$ cat src/rtl/i2s_pkg.sv
// I2S transmitter shared definitions.
// Default word width and the slot-index type.
package i2s_pkg;

  localparam int unsigned WIDTH_DEF = 16;
  localparam int unsigned WIDTH_MAX = 32;

  // Wide enough for 2*WIDTH slots at the largest legal width
  localparam int unsigned SLOT_W = $clog2(2 * WIDTH_MAX);

  typedef logic [SLOT_W-1:0] slot_t;

endpackage

$ cat src/rtl/i2s_tx_if.sv
// I2S transmitter sample handshake and serial outputs.
// master = sample source, slave = transmitter.
interface i2s_tx_if
  import i2s_pkg::*;
#(
  parameter int unsigned WIDTH = WIDTH_DEF
);

  logic             en_i;
  logic [WIDTH-1:0] leftChan_i;
  logic [WIDTH-1:0] rightChan_i;
  logic             valid_i;
  logic             ready_o;
  logic             ws_o;
  logic             sdata_o;
  logic             pktI2STxLoaded_o;
  logic             underrun_o;

  modport master (
    output en_i, leftChan_i, rightChan_i, valid_i,
    input  ready_o, ws_o, sdata_o,
    input  pktI2STxLoaded_o, underrun_o
  );

  modport slave (
    input  en_i, leftChan_i, rightChan_i, valid_i,
    output ready_o, ws_o, sdata_o,
    output pktI2STxLoaded_o, underrun_o
  );

endinterface

$ cat src/rtl/i2s_tx.sv
// I2S transmitter: one-deep pending buffer, active pair,
// slot counter; all state moves on the falling edge of sclk_i.
module i2s_tx
  import i2s_pkg::*;
#(
  parameter int unsigned WIDTH = WIDTH_DEF
) (
  input logic   sclk_i,
  input logic   rstN_i,
  i2s_tx_if.slave bus
);

  localparam int unsigned IDX_W = $clog2(WIDTH);
  localparam slot_t LAST   = slot_t'(2 * WIDTH - 1);
  localparam slot_t W_SLOT = slot_t'(WIDTH);
  // May wrap to 0 at the widest setting; the index math is modular
  localparam slot_t F_SLOT = slot_t'(2 * WIDTH);

  slot_t            slot, slot_n;
  logic [WIDTH-1:0] act_l, act_l_n;
  logic [WIDTH-1:0] act_r, act_r_n;
  logic [WIDTH-1:0] pend_l, pend_l_n;
  logic [WIDTH-1:0] pend_r, pend_r_n;
  logic             pend_empty, pend_empty_n;
  logic             load_q, load_n;
  logic             unf_q, unf_n;
  logic [IDX_W-1:0] bit_idx;
  logic             sdata_c;

  // Next state: handshake, frame counter, load/underrun at s=1
  always_comb begin
    slot_n       = slot;
    act_l_n      = act_l;
    act_r_n      = act_r;
    pend_l_n     = pend_l;
    pend_r_n     = pend_r;
    pend_empty_n = pend_empty;
    load_n       = 1'b0;
    unf_n        = 1'b0;
    if (bus.valid_i && pend_empty) begin
      pend_l_n     = bus.leftChan_i;
      pend_r_n     = bus.rightChan_i;
      pend_empty_n = 1'b0;
    end
    if (!bus.en_i) begin
      slot_n  = '0;
      act_l_n = '0;
      act_r_n = '0;
    end else begin
      slot_n = (slot == LAST) ? '0 : slot + 1'b1;
      if (slot == '0) begin
        if (!pend_empty) begin
          act_l_n      = pend_l;
          act_r_n      = pend_r;
          pend_empty_n = 1'b1;
          load_n       = 1'b1;
        end else begin
          act_l_n = '0;
          act_r_n = '0;
          unf_n   = 1'b1;
        end
      end
    end
  end

  // State registers on the falling bit-clock edge
  always_ff @(negedge sclk_i or negedge rstN_i) begin
    if (!rstN_i) begin
      slot       <= '0;
      act_l      <= '0;
      act_r      <= '0;
      pend_l     <= '0;
      pend_r     <= '0;
      pend_empty <= 1'b1;
      load_q     <= 1'b0;
      unf_q      <= 1'b0;
    end else begin
      slot       <= slot_n;
      act_l      <= act_l_n;
      act_r      <= act_r_n;
      pend_l     <= pend_l_n;
      pend_r     <= pend_r_n;
      pend_empty <= pend_empty_n;
      load_q     <= load_n;
      unf_q      <= unf_n;
    end
  end

  // Bit select: s=0 finishes the previous right word
  always_comb begin
    bit_idx = '0;
    sdata_c = 1'b0;
    if (slot == '0) begin
      sdata_c = act_r[0];
    end else if (slot <= W_SLOT) begin
      bit_idx = IDX_W'(W_SLOT - slot);
      sdata_c = act_l[bit_idx];
    end else begin
      bit_idx = IDX_W'(F_SLOT - slot);
      sdata_c = act_r[bit_idx];
    end
  end

  assign bus.ready_o          = pend_empty;
  assign bus.ws_o             = (slot >= W_SLOT);
  assign bus.sdata_o          = sdata_c;
  assign bus.pktI2STxLoaded_o = load_q;
  assign bus.underrun_o       = unf_q;

endmodule

$ cat src/flat_wrapper.sv
// flat-port wrapper written by rule: the top's interface ports become plain ports
module i2s_tx_flat import i2s_pkg::*;
#(
  parameter int unsigned WIDTH = WIDTH_DEF
)
  (sclk_i, rstN_i, bus_en_i, bus_leftChan_i, bus_rightChan_i, bus_valid_i, bus_ready_o, bus_ws_o, bus_sdata_o, bus_pktI2STxLoaded_o, bus_underrun_o);
  i2s_tx_if #(.WIDTH(WIDTH)) bus_i ();
  input logic sclk_i;
  input logic rstN_i;
  input wire logic [$bits(bus_i.en_i)-1:0] bus_en_i;
  input wire logic [$bits(bus_i.leftChan_i)-1:0] bus_leftChan_i;
  input wire logic [$bits(bus_i.rightChan_i)-1:0] bus_rightChan_i;
  input wire logic [$bits(bus_i.valid_i)-1:0] bus_valid_i;
  output wire logic [$bits(bus_i.ready_o)-1:0] bus_ready_o;
  output wire logic [$bits(bus_i.ws_o)-1:0] bus_ws_o;
  output wire logic [$bits(bus_i.sdata_o)-1:0] bus_sdata_o;
  output wire logic [$bits(bus_i.pktI2STxLoaded_o)-1:0] bus_pktI2STxLoaded_o;
  output wire logic [$bits(bus_i.underrun_o)-1:0] bus_underrun_o;
  assign bus_i.en_i = bus_en_i;
  assign bus_i.leftChan_i = bus_leftChan_i;
  assign bus_i.rightChan_i = bus_rightChan_i;
  assign bus_i.valid_i = bus_valid_i;
  assign bus_ready_o = bus_i.ready_o;
  assign bus_ws_o = bus_i.ws_o;
  assign bus_sdata_o = bus_i.sdata_o;
  assign bus_pktI2STxLoaded_o = bus_i.pktI2STxLoaded_o;
  assign bus_underrun_o = bus_i.underrun_o;
  i2s_tx #(.WIDTH(WIDTH)) u_core (.sclk_i(sclk_i), .rstN_i(rstN_i), .bus(bus_i));
endmodule
$ cat config.mk
export PLATFORM = sky130hd
export DESIGN_NAME = i2s_tx_flat
export DESIGN_NICKNAME = d
export VERILOG_FILES = /design/src/rtl/i2s_pkg.sv /design/src/rtl/i2s_tx_if.sv /design/src/rtl/i2s_tx.sv /design/src/flat_wrapper.sv
export SDC_FILE = /design/constraint.sdc
export NUM_CORES = 1
export LEC_CHECK = 0
export CAP_MARGIN = 20
export CORE_MARGIN = 1.5
export CORE_UTILIZATION = 46
export CTS_CLUSTER_SIZE = 25
export DETAILED_ROUTE_END_ITERATION = 12
export GPL_ROUTABILITY_DRIVEN = 0
export PLACE_DENSITY = 0.69
export SYNTH_ARGS = -nofsm -noshare
export SYNTH_HDL_FRONTEND = slang
export SYNTH_SLANG_ARGS = --single-unit
$ cat constraint.sdc
create_clock -name sclk_i -period 3.7 [get_ports sclk_i]
set_clock_uncertainty 0.15 [all_clocks]
set_input_delay 0.37 -clock sclk_i [delete_from_list [all_inputs] [get_ports sclk_i]]
set_output_delay 0.37 -clock sclk_i [all_outputs]
set_load 0.02 [all_outputs]
==> report_table.html, run 1 <==
<table>
<tr><th>Metric</th><th>Value</th></tr>
<tr><th colspan="2">Status</th></tr>
<tr><td>Run status</td><td>finished, violations left</td></tr>
<tr><td>Failing checks</td><td>negative setup slack</td></tr>
<tr><th colspan="2">Global route</th></tr>
<tr><td>Via count of the first global-routing pass</td><td>~2.0k</td></tr>
<tr><td>Global routing usage summed across all routing layers</td><td>0.179</td></tr>
<tr><td>Initial antenna violation count</td><td>0</td></tr>
<tr><td>Total congestion overflow</td><td>0</td></tr>
<tr><td>Maximum number of pins on one net before global-route repair</td><td>34</td></tr>
<tr><td>Global-route wire length before repair</td><td>between 9 and 10 mm</td></tr>
<tr><th colspan="2">Logic synthesis</th></tr>
<tr><td>Top post-synthesis cells by count</td><td>sky130_fd_sc_hd__dfrtn_1 (72), sky130_fd_sc_hd__a22o_1 (32), sky130_fd_sc_hd__mux2_2 (24)</td></tr>
<tr><td>Post-synthesis register bit count</td><td>73</td></tr>
<tr><td>Area leader, netlist</td><td>sky130_fd_sc_hd__dfrtn_1</td></tr>
<tr><td>Post-synthesis instance area</td><td>approximately 3000 sq um</td></tr>
<tr><td>Area share of the leading cell type in the synthesized netlist</td><td>0.600</td></tr>
<tr><td>Post-Synthesis Cells</td><td>201</td></tr>
<tr><td>Sequential area share after synthesis</td><td>0.608</td></tr>
<tr><td>Number of enable-type register cells in the synthesized netlist</td><td>0</td></tr>
<tr><td>Number of warnings reported in the yosys synthesis log</td><td>0</td></tr>
<tr><td>Cells taking the most area after synthesis</td><td>sky130_fd_sc_hd__dfrtn_1 (60%), sky130_fd_sc_hd__a22o_1 (9.3%), sky130_fd_sc_hd__mux2_2 (9.0%), sky130_fd_sc_hd__mux4_2 (6.7%), sky130_fd_sc_hd__mux2_1 (3.0%)</td></tr>
<tr><td>Count of different cell masters after synthesis</td><td>31</td></tr>
<tr><td>Net count after synthesis</td><td>~240</td></tr>
<tr><td>Async S/R FF share, synth</td><td>1.00</td></tr>
<tr><td>Main synth FF type</td><td>sky130_fd_sc_hd__dfrtn_1</td></tr>
<tr><td>Syn_area_per_cell</td><td>around 15 sq um</td></tr>
<tr><td>Count leader, synth</td><td>sky130_fd_sc_hd__dfrtn_1</td></tr>
<tr><th colspan="2">Timing</th></tr>
<tr><td>Pins over their slew limit</td><td>0</td></tr>
<tr><td>Count of final setup violators</td><td>1</td></tr>
<tr><td>Final setup TNS</td><td>-0.954 ns</td></tr>
<tr><td>Unrepaired setup endpoints after global routing</td><td>yes</td></tr>
<tr><td>Tightest slew margin relative to the limit</td><td>0.491</td></tr>
<tr><td>Hold Violations, Final</td><td>0</td></tr>
<tr><td>Slew of the pin with the lowest slew margin</td><td>0.762 ns</td></tr>
<tr><td>Slack of the critical path</td><td>-0.954 ns</td></tr>
<tr><th colspan="2">Place</th></tr>
<tr><td>Number of buffer cells added on primary ports</td><td>40</td></tr>
<tr><td>Post-DP Area</td><td>roughly 3800 sq um</td></tr>
<tr><td>Placed wire-length estimate after detailed placement</td><td>4.01 mm</td></tr>
<tr><th colspan="2">Pwr</th></tr>
<tr><td>Pwr Density</td><td>about 560 nW/um^2</td></tr>
<tr><td>Leakage power</td><td>around 0.0019 uW</td></tr>
<tr><td>Design Power</td><td>around 2300 uW</td></tr>
<tr><td>Max VDD drop</td><td>~0.38 mV</td></tr>
<tr><th colspan="2">Setup path</th></tr>
<tr><td>Cell type of the slowest stage on the worst timing path</td><td>sky130_fd_sc_hd__mux4_2</td></tr>
<tr><td>Required @ worst endpoint</td><td>3.18 ns</td></tr>
<tr><td>Buffer and inverter count on the worst path</td><td>2</td></tr>
<tr><td>Worst setup EP type</td><td>output pin</td></tr>
<tr><td>Series of cell instances along the critical path</td><td>buf_6 &gt; mux4_2 &gt; mux4_2 &gt; nand3b_1 &gt; o211ai_1 &gt; buf_2</td></tr>
<tr><td>Critical Path Max Stage Delay</td><td>0.49 ns</td></tr>
<tr><td>Critical path start-end classification</td><td>register to output pin</td></tr>
<tr><td>Critical path startpoint category</td><td>register</td></tr>
<tr><td>Maximum fanout along the worst path</td><td>4</td></tr>
<tr><td>Cell class contributing the biggest share of worst-path delay</td><td>multiplexers</td></tr>
<tr><td>Most frequent cell on the critical path</td><td>sky130_fd_sc_hd__mux4_2</td></tr>
<tr><td>Signal arrival time at the worst endpoint</td><td>4.13 ns</td></tr>
<tr><th colspan="2">Flow run</th></tr>
<tr><td>Max-cap viol count</td><td>0</td></tr>
<tr><th colspan="2">Floorplanning</th></tr>
<tr><td>Initial Utilization</td><td>0.476</td></tr>
<tr><td>Die boundary height</td><td>~84 um</td></tr>
<tr><td>Std cell rows</td><td>29</td></tr>
<tr><td>Die Wd</td><td>83.8 um</td></tr>
<tr><td>Total die area</td><td>7020 sq um</td></tr>
<tr><td># IOs</td><td>between 40 and 50</td></tr>
<tr><td>Area of the core region</td><td>between 6000 and 7000 sq um</td></tr>
<tr><th colspan="2">Detailed routing</th></tr>
<tr><td>Mean number of vias per cell</td><td>about 5.2</td></tr>
<tr><td>Post-DRT Antenna Nets</td><td>0</td></tr>
<tr><td>Number of violations reported at the end of detailed-routing iteration 0</td><td>125</td></tr>
<tr><td>Total via count in the routed design</td><td>between 1.5k and 2k</td></tr>
<tr><td>Final Routed Wirelength</td><td>between 5 and 6 mm</td></tr>
<tr><td>Average routed wire per standard cell</td><td>15.4 um</td></tr>
<tr><td>Number of DRC violations after detailed routing</td><td>0</td></tr>
<tr><td>TritonRoute pass-1 iters</td><td>4</td></tr>
<tr><th colspan="2">Clock network</th></tr>
<tr><td>Clock transition time at the flip-flop clock pins of the worst setup and hold paths</td><td>0.05 ns</td></tr>
<tr><td>Clk sink count</td><td>73</td></tr>
<tr><td>Max H-tree Level</td><td>3</td></tr>
<tr><td>Clock tree root driver cell</td><td>sky130_fd_sc_hd__clkbuf_8</td></tr>
<tr><td>Clk Latency, worst-skew pair</td><td>around 0.38 ns</td></tr>
<tr><td>Hold bufs inserted after CTS</td><td>0</td></tr>
<tr><td>TritonCTS clock tree</td><td>built</td></tr>
<tr><td>Clock buffers created by TritonCTS</td><td>9</td></tr>
<tr><td>Max clock buf depth</td><td>2</td></tr>
<tr><th colspan="2">Layout</th></tr>
<tr><td>Final Instance Area</td><td>a little over 4000 sq um</td></tr>
<tr><td>Layout cell share with drive strength beyond 1</td><td>0.345</td></tr>
<tr><td>ANT cells</td><td>0</td></tr>
<tr><td>Area grow syn2layout</td><td>35.4%</td></tr>
<tr><td>Net count, final</td><td>320</td></tr>
<tr><th colspan="2">Worst hold path</th></tr>
<tr><td>Hold WC Path Type</td><td>register to register</td></tr>
</table>
-- timing repair --
item	4_1_cts	5_1_grt
setup buffers	0	0
setup endpoints to repair	3	3
gates resized for setup	10	2
-- area by class of cell --
class                      count  area (sq um)
sequential                    73          1830
clock buffer                  11           141
fill                         487          2240
inverter                       3          13.8
tap                           77          96.3
clock inverter                 6           106
multi-input combinational    112          1110
timing repair buffer          82           771
-- metal layers --
| metal | share of wire | up-vias | GRT usage | wire (um) |
|---|---|---|---|---|
| met1 | 0.47 | 934 | 0.238 | 2660 |
| met3 | 0.043 | 8 | 0.0495 | 243 |
| met4 | 0.018 | 0 | 0.0760 | 102 |
| met2 | 0.46 | 44 | 0.279 | 2600 |
| met5 | 0 | - | 0 | 0 |
| li1 | - | 904 | - | - |
-- per-stage QoR --
step,worst slack [ns],instances,hold slack [ns],util
2_1_floorplan,-0.741,201,0.271,-
3_3_place_gp,-1.00,348,0.290,0.606
5_1_grt,-1.04,364,0.305,0.644
6_report,-0.954,364,0.287,0.644
4_1_cts,-0.976,364,0.288,0.644
3_5_place_dp,-1.01,348,0.297,0.606
-- worst reg2reg max path, stage by stage (launching register included) --
cell and delay (ns):
sky130_fd_sc_hd__dfrtn_1 0.39, sky130_fd_sc_hd__inv_4 0.08, sky130_fd_sc_hd__ha_4 0.12, sky130_fd_sc_hd__or3b_1 0.36, sky130_fd_sc_hd__nor2_1 0.17, sky130_fd_sc_hd__buf_4 0.15, sky130_fd_sc_hd__nand2_1 0.09, sky130_fd_sc_hd__nor2_4 0.60
sky130_fd_sc_hd__a22o_1 0.27
-- final timing paths --
path                                               start                                    end  slack (ns)  depth (start not counted)
max reg2reg                     u_core.slot[0]$_DFF_NN0_            u_core.act_l[7]$_DFFE_NN0P_        1.37                          8
min                        u_core.pend_r[14]$_DFFE_NN0P_           u_core.act_r[14]$_DFFE_NN0P_        0.29                          1
min reg2reg                u_core.pend_r[14]$_DFFE_NN0P_           u_core.act_r[14]$_DFFE_NN0P_        0.29                          1
max                             u_core.slot[0]$_DFF_NN0_                            bus_sdata_o       -0.95                          6
max in group asynchronous                         rstN_i           u_core.pend_r[6]$_DFFE_NN0P_        1.16                          2
min in group asynchronous                         rstN_i  u_core.bus.pktI2STxLoaded_o$_DFF_NN0_        1.64                          1
-- state kept, by name (all words and copies together), names as in the netlist --
signal and cells:
u_core.bus.ready_o 1, u_core.act_l 16, u_core.pend_r 16, u_core.act_r 16
u_core.bus.pktI2STxLoaded_o 1, u_core.bus.underrun_o 1, u_core.pend_l 16, u_core.slot 6
-- layout by cell type (no fill, tap or decap), types with 2 or more instances in the layout --
master,n
sky130_fd_sc_hd__mux2_2,24
sky130_fd_sc_hd__buf_2,3
sky130_fd_sc_hd__xor2_1,2
sky130_fd_sc_hd__inv_1,3
sky130_fd_sc_hd__buf_12,5
sky130_fd_sc_hd__nand2_1,3
sky130_fd_sc_hd__clkdlybuf4s50_1,34
sky130_fd_sc_hd__o21ai_0,2
sky130_fd_sc_hd__nand3_1,2
sky130_fd_sc_hd__buf_4,36
sky130_fd_sc_hd__and2_1,2
sky130_fd_sc_hd__mux2_1,8
sky130_fd_sc_hd__nor2_1,8
sky130_fd_sc_hd__xnor2_1,4
sky130_fd_sc_hd__clkbuf_8,10
sky130_fd_sc_hd__dlymetal6s2s_1,2
sky130_fd_sc_hd__mux2i_1,2
sky130_fd_sc_hd__mux4_2,9
sky130_fd_sc_hd__dfrtn_1,72
sky130_fd_sc_hd__bufinv_16,3
sky130_fd_sc_hd__a22o_1,32
sky130_fd_sc_hd__a21oi_1,2
-- cell families after synthesis --
family                     share of synthesized area
AOI/OAI and AO/OA                              0.102
buffers and inverters                         0.0262
adders and majority gates                    0.00833
muxes                                          0.194
DFF                                            0.608
xor gates and xnor gates                      0.0175
and+or+nand+nor                               0.0429
-- where the power goes --
| group | switching (uW) | total, uW | internal (uW) |
|---|---|---|---|
| registers | 101 | 1090 | 988 |
| logic | 158 | 446 | 288 |
| clock network | 289 | 756 | 467 |
| total | 548 | 2290 | 1740 |
Power figures use the tool's default switching activity.
==> run 2: changes to the inputs <==
- CAP_MARGIN: 20 -> 40
==> results of run 2 <==
Final layout, timing and power as in run 1 (identical DEF).
